**src/rtl/pipe_ctrl_pkg.sv**
```systemverilog
// pipe_ctrl_pkg: stage indices, stall/flush vector type and divider states shared by the pipeline controller.
package pipe_ctrl_pkg;
    localparam int STG_PC  = 0;
    localparam int STG_IF  = 1;
    localparam int STG_EX  = 2;
    localparam int STG_MEM = 3;
    localparam int STG_WB  = 4;
    localparam int STAGES  = 5;

    typedef logic [STAGES-1:0] stage_vec_t;

    // an exception squashes every younger register and lets PC load the redirect
    localparam stage_vec_t FLUSH_EXC = 5'b11110;

    typedef enum logic [1:0] {
        DIV_IDLE = 2'd0,
        DIV_RUN  = 2'd1,
        DIV_DONE = 2'd2
    } div_state_t;
endpackage

```
**src/rtl/pipe_ctrl_if.sv**
```systemverilog
// pipe_ctrl_if: stall requests, exception redirect and divider handshake between pipeline and controller.
interface pipe_ctrl_if;
    import pipe_ctrl_pkg::*;
    logic        if_stallreq;
    logic        id_stallreq;
    logic        ex_div_req;
    logic        mem_stallreq;
    logic        exc_req;
    logic [31:0] exc_target;
    stage_vec_t  stall;
    stage_vec_t  flush;
    logic        flush_pc_en;
    logic [31:0] flush_pc;
    logic        div_start;
    logic        div_cancel;
    logic        div_ready;

    modport master (
        output if_stallreq, id_stallreq, ex_div_req, mem_stallreq, exc_req, exc_target,
        input  stall, flush, flush_pc_en, flush_pc, div_start, div_cancel, div_ready
    );
    modport slave (
        input  if_stallreq, id_stallreq, ex_div_req, mem_stallreq, exc_req, exc_target,
        output stall, flush, flush_pc_en, flush_pc, div_start, div_cancel, div_ready
    );
endinterface

```
**src/rtl/pipe_ctrl_div_seq.sv**
```systemverilog
// pipe_ctrl_div_seq: sequences the multi-cycle divider and raises the EX stall request while it runs.
module pipe_ctrl_div_seq
    import pipe_ctrl_pkg::*;
#(
    parameter int DIV_CYCLES = 33
) (
    input  logic clk,
    input  logic rst,
    input  logic div_req,
    input  logic exc,
    input  logic mem_hold,
    output logic div_start,
    output logic div_cancel,
    output logic div_ready,
    output logic ex_stall
);
    localparam int CW = $clog2(DIV_CYCLES);

    div_state_t    state;
    logic [CW-1:0] cnt;

    always_ff @(posedge clk) begin
        if (rst) begin
            state <= DIV_IDLE;
            cnt   <= '0;
        end else if (exc) begin
            state <= DIV_IDLE;
        end else begin
            case (state)
                DIV_IDLE: if (div_req) begin
                    state <= DIV_RUN;
                    cnt   <= CW'(DIV_CYCLES - 1);
                end
                DIV_RUN:  if (cnt == '0) state <= DIV_DONE; else cnt <= cnt - 1'b1;
                // result leaves only once EX/MEM actually captures it
                DIV_DONE: if (!mem_hold) state <= DIV_IDLE;
                default:  state <= DIV_IDLE;
            endcase
        end
    end

    assign div_start  = !rst && state == DIV_IDLE && div_req && !exc;
    assign div_cancel = !rst && state != DIV_IDLE && exc;
    assign div_ready  = !rst && state == DIV_DONE && !exc;
    assign ex_stall   = !rst && (div_start || state == DIV_RUN);
endmodule

```
**src/rtl/pipe_ctrl.sv**
```systemverilog
// pipe_ctrl: merges stage stall requests and MEM exceptions into per-register stall/flush and sequences the divider.
module pipe_ctrl
    import pipe_ctrl_pkg::*;
#(
    parameter int DIV_CYCLES = 33
) (
    input  logic clk,
    input  logic rst,
    pipe_ctrl_if.slave bus
);
    logic       ex_stall;
    logic [2:0] lvl;
    stage_vec_t hold;

    pipe_ctrl_div_seq #(.DIV_CYCLES(DIV_CYCLES)) u_div_seq (
        .clk        (clk),
        .rst        (rst),
        .div_req    (bus.ex_div_req),
        .exc        (bus.exc_req),
        .mem_hold   (bus.stall[STG_MEM]),
        .div_start  (bus.div_start),
        .div_cancel (bus.div_cancel),
        .div_ready  (bus.div_ready),
        .ex_stall   (ex_stall)
    );

    // lvl = number of registers held, counted from PC up to the highest requesting stage
    assign lvl = bus.mem_stallreq ? 3'd4 : ex_stall ? 3'd3 : bus.id_stallreq ? 3'd2 :
                 bus.if_stallreq ? 3'd1 : 3'd0;
    assign hold = stage_vec_t'((6'd1 << lvl) - 6'd1);

    assign bus.stall       = (rst || bus.exc_req) ? '0 : hold;
    assign bus.flush       = rst ? '0 : bus.exc_req ? FLUSH_EXC : ({hold[STAGES-2:0], 1'b0} & ~hold);
    assign bus.flush_pc_en = !rst && bus.exc_req;
    assign bus.flush_pc    = bus.flush_pc_en ? bus.exc_target : '0;
endmodule

```
**src/flat_wrapper.sv**
```systemverilog
// flat-port wrapper written by rule: the top's interface ports become plain ports
module pipe_ctrl_flat import pipe_ctrl_pkg::*;
#(
    parameter int DIV_CYCLES = 33
)
  (clk, rst, bus_if_stallreq, bus_id_stallreq, bus_ex_div_req, bus_mem_stallreq, bus_exc_req, bus_exc_target, bus_stall, bus_flush, bus_flush_pc_en, bus_flush_pc, bus_div_start, bus_div_cancel, bus_div_ready);
  pipe_ctrl_if bus_i ();
  input  logic clk;
  input  logic rst;
  input wire logic [$bits(bus_i.if_stallreq)-1:0] bus_if_stallreq;
  input wire logic [$bits(bus_i.id_stallreq)-1:0] bus_id_stallreq;
  input wire logic [$bits(bus_i.ex_div_req)-1:0] bus_ex_div_req;
  input wire logic [$bits(bus_i.mem_stallreq)-1:0] bus_mem_stallreq;
  input wire logic [$bits(bus_i.exc_req)-1:0] bus_exc_req;
  input wire logic [$bits(bus_i.exc_target)-1:0] bus_exc_target;
  output wire logic [$bits(bus_i.stall)-1:0] bus_stall;
  output wire logic [$bits(bus_i.flush)-1:0] bus_flush;
  output wire logic [$bits(bus_i.flush_pc_en)-1:0] bus_flush_pc_en;
  output wire logic [$bits(bus_i.flush_pc)-1:0] bus_flush_pc;
  output wire logic [$bits(bus_i.div_start)-1:0] bus_div_start;
  output wire logic [$bits(bus_i.div_cancel)-1:0] bus_div_cancel;
  output wire logic [$bits(bus_i.div_ready)-1:0] bus_div_ready;
  assign bus_i.if_stallreq = bus_if_stallreq;
  assign bus_i.id_stallreq = bus_id_stallreq;
  assign bus_i.ex_div_req = bus_ex_div_req;
  assign bus_i.mem_stallreq = bus_mem_stallreq;
  assign bus_i.exc_req = bus_exc_req;
  assign bus_i.exc_target = bus_exc_target;
  assign bus_stall = bus_i.stall;
  assign bus_flush = bus_i.flush;
  assign bus_flush_pc_en = bus_i.flush_pc_en;
  assign bus_flush_pc = bus_i.flush_pc;
  assign bus_div_start = bus_i.div_start;
  assign bus_div_cancel = bus_i.div_cancel;
  assign bus_div_ready = bus_i.div_ready;
  pipe_ctrl #(.DIV_CYCLES(DIV_CYCLES)) u_core (.clk(clk), .rst(rst), .bus(bus_i));
endmodule
```
**config.mk**
```make
export PLATFORM = sky130hd
export DESIGN_NAME = pipe_ctrl_flat
export DESIGN_NICKNAME = d
export VERILOG_FILES = /design/src/rtl/pipe_ctrl_pkg.sv /design/src/rtl/pipe_ctrl_if.sv /design/src/rtl/pipe_ctrl_div_seq.sv /design/src/rtl/pipe_ctrl.sv /design/src/flat_wrapper.sv
export SDC_FILE = /design/constraint.sdc
export NUM_CORES = 1
export LEC_CHECK = 0
export ABC_CLOCK_PERIOD_IN_PS = 6300
export CAP_MARGIN = 5
export CORE_ASPECT_RATIO = 0.7
export CORE_MARGIN = 8
export CORE_UTILIZATION = 33
export CTS_CLUSTER_SIZE = 10
export DETAILED_ROUTE_END_ITERATION = 8
export PLACE_DENSITY_LB_ADDON = 0.3
export SYNTH_ARGS = -nofsm -noshare
export SYNTH_HDL_FRONTEND = slang
export SYNTH_HIERARCHICAL = 1
export SYNTH_SLANG_ARGS = --single-unit
```
**constraint.sdc**
```tcl
create_clock -name clk -period 6.3 [get_ports clk]
set_input_delay 0.63 -clock clk [delete_from_list [all_inputs] [get_ports clk]]
set_output_delay 0.63 -clock clk [all_outputs]
set_load 0.03 [all_outputs]
```
==> results.yml <==
grt:
  grt.overflow.total: 0
  antenna_found_initial: 0
  grt_max_degree: 35
  gr-usage-all-layers: 0.162
  first_global_vias: 1049
  grt_pass1_wl_um: 5910
clock_network:
  ctsResizeCount: 0
  root_buffer: "clkbuf_8"
  numCtsBuffers: 3
  path_clk_slew_ns: 0.04
  cts_tree: "yes"
  cts.sinks: 8
  clk_latency_ns: 0.23
  cts_setup_buffers: 0
  cts_hold_buf: 0
  htreeDepth: 1
  cts_buffer_depth: 2
finish:
  nFillCells: 229
  drive_above_1_share: 0.0553
  diodes: 0
  area_delta_synth_final_pct: 92.9
  stdcell_area_um2: 1740
  final_nets: 243
timing:
  drv_slew: 0
  period_minus_slack_ns: 4.44
  hold_viol: 0
  finalSetupViolations: 0
  fin_crit_sh: 0.704
  grt_setup_unrepaired: "no"
  worst_slack_ns: 1.86
  setup-tns-final_ns: 0
  worst_pin_slew_ns: 0.926
  skew_ns: 0.00119
  max_slew_margin: 0.380
  clock.fmax_mhz: 225
flow_run:
  cap_violations: 0
floorplanning:
  core_um2: 2700
  die_w_um: 78.5
  rows: 16
  io-pin-count: 85
  die_area_um2: 4690
  initial_core_util: 0.334
  die_h_um: 59.7
synthesis:
  synth-edff-count: 0
  synth_warnings: 6
  synth-seq-cells: 8
  netlist_area_um2: 902
  synth.distinct_cells: 38
  async_flop_share: 0
  synth-main-ff-cell: "dfxtp_1"
  yosysSeqAreaShare: 0.178
  synthCells: 124
  syn_area_per_cell_um2: 7.28
drt:
  detail-route-antenna-nets: 0
  dr_total_vias: 1127
  post_drt_wl_per_cell_um: 16.0
  drc: 0
  wirelength_um: 3760
  drtPass1Iterations: 4
  first_iter_violations: 42
  via_per_inst: 4.80
worst_setup_path:
  crit_required_ns: 5.67
  critPathMaxFanout: 19
  end_kind: "output pin"
  cp_data_arrival_time_ns: 3.81
  r2r_start: "u_core/u_div_seq/cnt[0]$_SDFFE_PP0P_"
  ff2ff_setup_slack_ns: 4.77
  crit_start: "rst"
  path_class: "in2out"
  startpoint_type: "primary input"
placed_design:
  placed_cell_area_um2: 1700
  gp_congestion: 0.877
  portBuffers: 82
  pre_cts_ws_ns: 1.87
  dp_hpwl_um: 3220
power_and_ir_drop:
  cellPowerDensity_nw_per_um2: 127
  p_leak_nw: 0.646
  max-vdd-ir-drop_mv: 0.125
worst_hold_path:
  holdCritStartpoint: "u_core/u_div_seq/cnt[4]$_SDFFE_PP0P_"
  worstHoldPathType: "reg2reg"
outcome:
  status: "completed"
==> critical path: stages <==
cell and delay, ns:
clkdlybuf4s50_1 0.88, nor3_1 0.14, nand3b_1 0.17, o21ai_0 0.19, or4_4 0.60, ha_1 0.30, nor3b_1 0.18, clkdlybuf4s50_1 0.71
==> area by class of cell <==
class / count / area, um^2 / area share
inverters: 4 / 15.0 / 0.00863
repair buffers: 82 / 821 / 0.472
flip-flops and latches: 8 / 160 / 0.0920
clock buffers: 3 / 41.3 / 0.0237
multi-input cells: 102 / 658 / 0.378
well taps: 36 / 45.0 / 0.0259
==> layout by cell type, fill, tap and decap left out, types with 3 or more instances in the layout <==
cell type        synthesis  final
ha_1                     3      3
nand3b_1                 3      3
nor3_1                   4      4
nor2_1                  15     15
dfxtp_1                  8      8
clkbuf_8                 0      3
a21oi_1                  7      7
nor3b_1                  5      5
inv_1                    4      4
and2_1                  33     33
clkdlybuf4s50_1          0     82
==> cells by family (layout without fill, tap and decap cells) <==
family / Yosys count / in the layout / synth area share
AO/OA/AOI/OAI: 21 / 21 / 0.160
other: 1 / 2 / 0.00416
buffers and inverters: 15 / 89 / 0.0971
adder cells (fa/ha/maj): 3 / 3 / 0.0416
AND/OR/NAND/NOR: 76 / 76 / 0.520
flip-flops: 8 / 8 / 0.178
==> synthesized netlist by cell type (all sizes together), types with 2 or more instances <==
master | n | share of area
a21oi | 7 | 0.039
and2 | 33 | 0.23
buf | 9 | 0.072
clkbuf | 2 | 0.0083
dfxtp | 8 | 0.18
ha | 3 | 0.042
inv | 4 | 0.017
nand2b | 2 | 0.022
nand3b | 3 | 0.025
nand4 | 2 | 0.014
nor2 | 15 | 0.062
nor2b | 3 | 0.024
nor3 | 4 | 0.022
nor3b | 5 | 0.042
o21a | 2 | 0.017
o21ai | 4 | 0.022
o41ai | 2 | 0.019
or4 | 2 | 0.021
==> worst paths after layout <==
check	cells after the start	to
setup reg to reg	6	u_core/u_div_seq/cnt[1]$_SDFFE_PP0P_
setup / recovery	8	bus_stall[1]
hold reg to reg	2	u_core/u_div_seq/cnt[4]$_SDFFE_PP0P_
hold / removal	2	u_core/u_div_seq/cnt[4]$_SDFFE_PP0P_
==> sequential cells by signal, summed over array words and instances (netlist names) <==
register,cells
u_core/u_div_seq/cnt,6
u_core/u_div_seq/state,2
==> report_power, final <==
part	total (mW)	internal (mW)	leakage (nW)	switching [mW]
logic	0.106	0.0529	0.560	0.0527
clock network	0.0604	0.0413	0.0216	0.0191
registers	0.0547	0.0525	0.0649	0.00221
==> metal layers <==
metal,share of wire,GRT usage
met3,0.058,0.0405
met4,0.0056,0.0315
met1,0.38,0.162
met2,0.55,0.329
met5,0,0
==> per-stage QoR <==
step	hold slack [ns]	utilization	total power [mW]	instances
3_3_place_gp	0.480	0.629	0.159	232
2_1_floorplan	0.450	-	0.111	125
5_1_grt	0.529	0.644	0.233	235
4_1_cts	0.499	0.644	0.224	235
6_report	0.501	0.644	0.221	235
3_5_place_dp	0.489	0.629	0.161	232
(Power assumes the default switching activity.)
==> variant 1: new RTL, config.mk and constraints unchanged <==
The 3 states of `div_state_t` get a one-hot encoding in 3 bits.
--- a/src/rtl/pipe_ctrl_pkg.sv
+++ b/src/rtl/pipe_ctrl_pkg.sv
@@ -12,10 +12,10 @@
     // an exception squashes every younger register and lets PC load the redirect
     localparam stage_vec_t FLUSH_EXC = 5'b11110;
 
-    typedef enum logic [1:0] {
-        DIV_IDLE = 2'd0,
-        DIV_RUN  = 2'd1,
-        DIV_DONE = 2'd2
+    typedef enum logic [2:0] {
+        DIV_IDLE = 3'b001,
+        DIV_RUN  = 3'b010,
+        DIV_DONE = 3'b100
     } div_state_t;
 endpackage
 
Formal check against the unedited RTL: no difference found for any inputs over 10 cycles, from zero or initial values and one cycle with rst high; not proved beyond that.
==> variant 1 against the unedited design <==
- total power rose by 2.7%
- critical path depth stayed put
- sequential share of layout area grew 1.0 points
- wire length is 14% higher
- worst setup slack lost 0.038 ns
- sequential cell count rose by 1
- critical endpoint unchanged
- final area increased by 1.4%
- area after synthesis is 0.83% lower
- combinational power decreased by 6%
- critical path type unchanged
==> variant 1: results (changes against the unedited design) <==
\begin{tabular}{lr}
\hline
Metric & Value \\
\hline
\multicolumn{2}{l}{\textbf{Global route}} \\
Met1 Usage GRT & 0.182 (+0.0194) \\
First-pass GRT wire length & 6180 um (+4.7\%) \\
Met3 routing resource usage after global routing & 0.0379 (-0.00266) \\
GR Util met2 & 0.338 (+0.00824) \\
Overall Global Routing Usage & 0.172 (+0.0101) \\
Via count of the first global-routing pass & 1123 (+7.1\%) \\
\multicolumn{2}{l}{\textbf{Drt}} \\
Number of iterations in the first detailed-routing pass & 4 (unchanged) \\
M1 WL & 1540 um (+6.8\%) \\
Detailed-routed wire length on met3 & 243 um (+11\%) \\
Sum of met2 wire segment lengths after detailed routing & 2490 um (+20\%) \\
Highest signal layer in the routed design & met4 \\
Routed vias/inst & 4.94 (+3.1\%) \\
Initial detailed-routing violation count & 134 (+220\%) \\
Avg WL per Cell & 18.7 um (+17\%) \\
\multicolumn{2}{l}{\textbf{Worst setup path}} \\
Maximum cell stage delay along the critical path & 0.81 ns (-0.07 ns) \\
Data arrival time of the worst path & 3.84 ns (+0.03 ns) \\
R2R Setup Slk & 4.40 ns (-0.37 ns) \\
Critical path fanouts, max & 14 (-5) \\
Type of element launching the critical path & input pin \\
Critical R2R Capture & u\_core/u\_div\_seq/cnt[3] \\
\multicolumn{2}{l}{\textbf{Placement}} \\
Placed cell area & 1720 sq um (+1.2\%) \\
Routability Congestion & 0.924 (+5.4\%) \\
Half-perimeter wire length after placement & 3600 um (+12\%) \\
Post-Place Worst Slack & 1.89 ns (+0.0249 ns) \\
\# port buffers & 82 (unchanged) \\
\multicolumn{2}{l}{\textbf{Min path}} \\
Worst Hold Path EP & u\_core/u\_div\_seq/cnt[0] \\
Beginning of the worst hold path & u\_core/u\_div\_seq/cnt[0] \\
\multicolumn{2}{l}{\textbf{Pwr}} \\
Max rail drop VDD & 0.0938 mV (-25\%) \\
Leakage component of the power & 0.694 nW (+7.4\%) \\
\multicolumn{2}{l}{\textbf{Run status}} \\
Run status & finished, final reports clean \\
\multicolumn{2}{l}{\textbf{Finish}} \\
Ratio of cells with drive above 1 in the final layout & 0.0561 (+0.000846) \\
Regs by FF count & u\_core/u\_div\_seq/cnt: 6 flops, u\_core/u\_div\_seq/state: 3 flops \\
Number of nets in the layout & 239 (-1.6\%) \\
\multicolumn{2}{l}{\textbf{Synthesis}} \\
Share of the yosys chip area belonging to registers & 0.201 (+0.0239) \\
Count of different cell masters after synthesis & 41 (+7.9\%) \\
Dominant cells by area after synthesis & and2\_1 (23\%), dfxtp\_1 (20\%), nor3b\_1 (5.0\%) \\
Ranking of synthesized cells by instance count & and2\_1 (33), dfxtp\_1 (9), nor2\_1 (8), inv\_1 (7), nor3b\_1 (6) \\
\multicolumn{2}{l}{\textbf{Timing}} \\
Worst Skew & 0.00345 ns (+0.00226 ns) \\
Slew headroom & 0.394 (+0.0144) \\
\hline
\end{tabular}
-- variant 1: cell count changes in the layout (fill, tap and decap cells not counted), moves of 2 or more --
cell | before | now
a21oi_1 | 7 | 1
and4bb_2 | 0 | 2
inv_1 | 4 | 7
nand2_1 | 1 | 3
nand3_1 | 0 | 2
nand4_1 | 2 | 0
nor2_1 | 15 | 8
nor2b_1 | 2 | 0
nor3_1 | 4 | 2
o21ai_1 | 2 | 0
o32ai_1 | 0 | 3
o41ai_1 | 2 | 0
-- variant 1: how the worst max path moves through the flow --
stage          slack [ns]            to
2_1_floorplan        2.78  bus_stall[1]
3_3_place_gp         2.02  bus_stall[1]
3_5_place_dp         1.89  bus_stall[1]
4_1_cts              1.87  bus_stall[1]
5_1_grt              1.70  bus_stall[1]
6_report             1.83  bus_stall[1]
-- variant 1: through the flow --
step | hold slack (ns) | utilization | std cells
finish | 0.491 | 0.701 | 230
global route | 0.521 | 0.701 | 230
CTS | 0.490 | 0.701 | 230
detailed placement | 0.484 | 0.684 | 226
global placement | 0.496 | 0.684 | 226
floorplan | 0.462 | - | 117
-- variant 1: power by group --
part / internal, mW / total (mW) / switching (mW)
registers: 0.0582 / 0.0600 / 0.00172
logic: 0.0504 / 0.0993 / 0.0489
clock network: 0.0441 / 0.0673 / 0.0232
-- variant 1: kinds of logic after synthesis --
| kind of cell | share of synthesized area |
|---|---|
| and+or+nand+nor | 0.490 |
| AOI/OAI and AO/OA | 0.176 |
| buffers and inverters | 0.0769 |
| DFF | 0.201 |
| adders and majority gates | 0.0420 |
| xor gates and xnor gates | 0.00979 |
| other | 0.00419 |
-- variant 1: layout make-up --
cell class	instances	area [sq um]
well taps	34	42.5
clock buffers	4	45.0
flip-flops and latches	9	180
inverters	7	26.3
repair buffers	82	821
multi-input cells	94	649
fillers	224	751
==> variant 2: new RTL, config.mk and constraints unchanged <==
Made on the original files. Change the package constant `STAGES` from 5 to 10.
--- a/src/rtl/pipe_ctrl_pkg.sv
+++ b/src/rtl/pipe_ctrl_pkg.sv
@@ -5,7 +5,7 @@
     localparam int STG_EX  = 2;
     localparam int STG_MEM = 3;
     localparam int STG_WB  = 4;
-    localparam int STAGES  = 5;
+    localparam int STAGES  = 10;
 
     typedef logic [STAGES-1:0] stage_vec_t;
 
Ports: changed (resized bus_flush and bus_stall); port bits go from 85 to 95. No check against the original RTL was run, so the function may have changed too.
==> variant 2 against the unedited design <==
- total power up 5.3%
- worst setup slack worse by 0.26 ns
- critical path depth up 2
- die area up 5.7%
- first-iteration DRC count up 95%
- non-clock buffer count up 4
- critical path type unchanged
- wire length up 13%
- area after synthesis up 7.5%
- sequential cell count unchanged
- final area up 5.8%
- clock power up 4.5%
- combinational power up 8%
==> variant 2: results (changes against the unedited design) <==
\begin{tabular}{lr}
\hline
Metric & Value \\
\hline
\multicolumn{2}{l}{\textbf{Run status}} \\
Run status & finished, final reports clean \\
\multicolumn{2}{l}{\textbf{Finish}} \\
Sequential share of cell area & 0.0870 (-0.00500) \\
Area taken by multi-input logic gates & 718 sq um (+9.1\%) \\
Layout buffering overhead excluding clock cells & 0.468 (-0.00389) \\
Ratio of cells with drive above 1 in the final layout & 0.0369 (-0.0184) \\
Number of standard cells in the layout, taps in and fillers out & 253 (+7.7\%) \\
Number of nets in the layout & 262 (+7.8\%) \\
Buffers excl. clock & 86 (+4.9\%) \\
Fill cell instance count of the final layout & 238 (+3.9\%) \\
Core occupancy in the finished layout & 0.657 (+0.0127) \\
\multicolumn{2}{l}{\textbf{Worst setup path}} \\
Critical path endpoint & bus\_flush[2] \\
Maximum cell stage delay along the critical path & 0.84 ns (-0.04 ns) \\
R2R Setup Slk & 4.80 ns (+0.03 ns) \\
\multicolumn{2}{l}{\textbf{Synthesis}} \\
Synthesized instance count & 136 (+9.7\%) \\
Per-instance average area after synthesis & 7.13 sq um (-2.0\%) \\
Ranking of synthesized cells by instance count & and2\_1 (36), nor2\_1 (15), a21oi\_1 (9), buf\_4 (8), dfxtp\_1 (8) \\
Share of the yosys chip area belonging to registers & 0.165 (-0.0124) \\
Dominant cells by area after synthesis & and2\_1 (23\%), dfxtp\_1 (17\%), buf\_4 (6.2\%) \\
Count of different cell masters after synthesis & 36 (-5.3\%) \\
\multicolumn{2}{l}{\textbf{Drt}} \\
Sum of met2 wire segment lengths after detailed routing & 2430 um (+17\%) \\
Routed vias/inst & 4.91 (+2.4\%) \\
M1 WL & 1530 um (+6.8\%) \\
Detailed-routed wire length on met3 & 232 um (+6.4\%) \\
Avg WL per Cell & 16.7 um (+4.7\%) \\
\multicolumn{2}{l}{\textbf{Global route}} \\
GR Util met2 & 0.361 (+0.0316) \\
Met3 routing resource usage after global routing & 0.0379 (-0.00264) \\
Met1 Usage GRT & 0.170 (+0.00749) \\
Overall Global Routing Usage & 0.170 (+0.00842) \\
\multicolumn{2}{l}{\textbf{Pwr}} \\
Max rail drop VDD & 0.104 mV (-17\%) \\
Leakage component of the power & 0.715 nW (+11\%) \\
Net switching component of the power & 0.0843 mW (+14\%) \\
Combinational share of power & 0.493 (+0.015) \\
\multicolumn{2}{l}{\textbf{Timing}} \\
Worst Max-Slew Pin Slew & 0.732 ns (-0.194 ns) \\
Fin Hold WS & 0.512 ns (+0.0105 ns) \\
Worst Skew & 0.00689 ns (+0.00570 ns) \\
\multicolumn{2}{l}{\textbf{Placement}} \\
Half-perimeter wire length after placement & 3540 um (+9.8\%) \\
Routability Congestion & 0.816 (-7.0\%) \\
\# port buffers & 86 (+4.9\%) \\
\multicolumn{2}{l}{\textbf{Min path}} \\
Beginning of the worst hold path & u\_core/u\_div\_seq/cnt[0] \\
Worst Hold Path EP & u\_core/u\_div\_seq/cnt[0] \\
\hline
\end{tabular}
variant 2: cell count changes after synthesis, moves of 2 or more:
cell	change
a21oi_1	+2
nor3b_1	-3
and2_1	+3
buf_2	-3
buf_4	+5
and3_1	+4
clkbuf_1	+2
variant 2: logic make-up after synthesis:
| group | after synthesis | synth area share |
|---|---|---|
| flip-flops | 8 | 0.165 |
| other | 1 | 0.00387 |
| adder cells (fa/ha/maj) | 4 | 0.0516 |
| AO/OA/AOI/OAI | 22 | 0.150 |
| buffers and inverters | 19 | 0.121 |
| AND/OR/NAND/NOR | 82 | 0.508 |
variant 2: worst reg2reg max path, cell delays in order (launching register included):
cell      delay [ns]
dfxtp_1         0.38
inv_1           0.08
ha_1            0.22
nand2b_1        0.10
nor2_1          0.06
or4_1           0.42
a21oi_1         0.15
variant 2: through the flow:
step / power, mW / setup WS (ns)
after floorplan: 0.119 / 2.81
final: 0.232 / 1.61
after global routing: 0.243 / 1.32
after CTS: 0.233 / 1.62
after detailed placement: 0.170 / 1.62
after global placement: 0.168 / 1.72
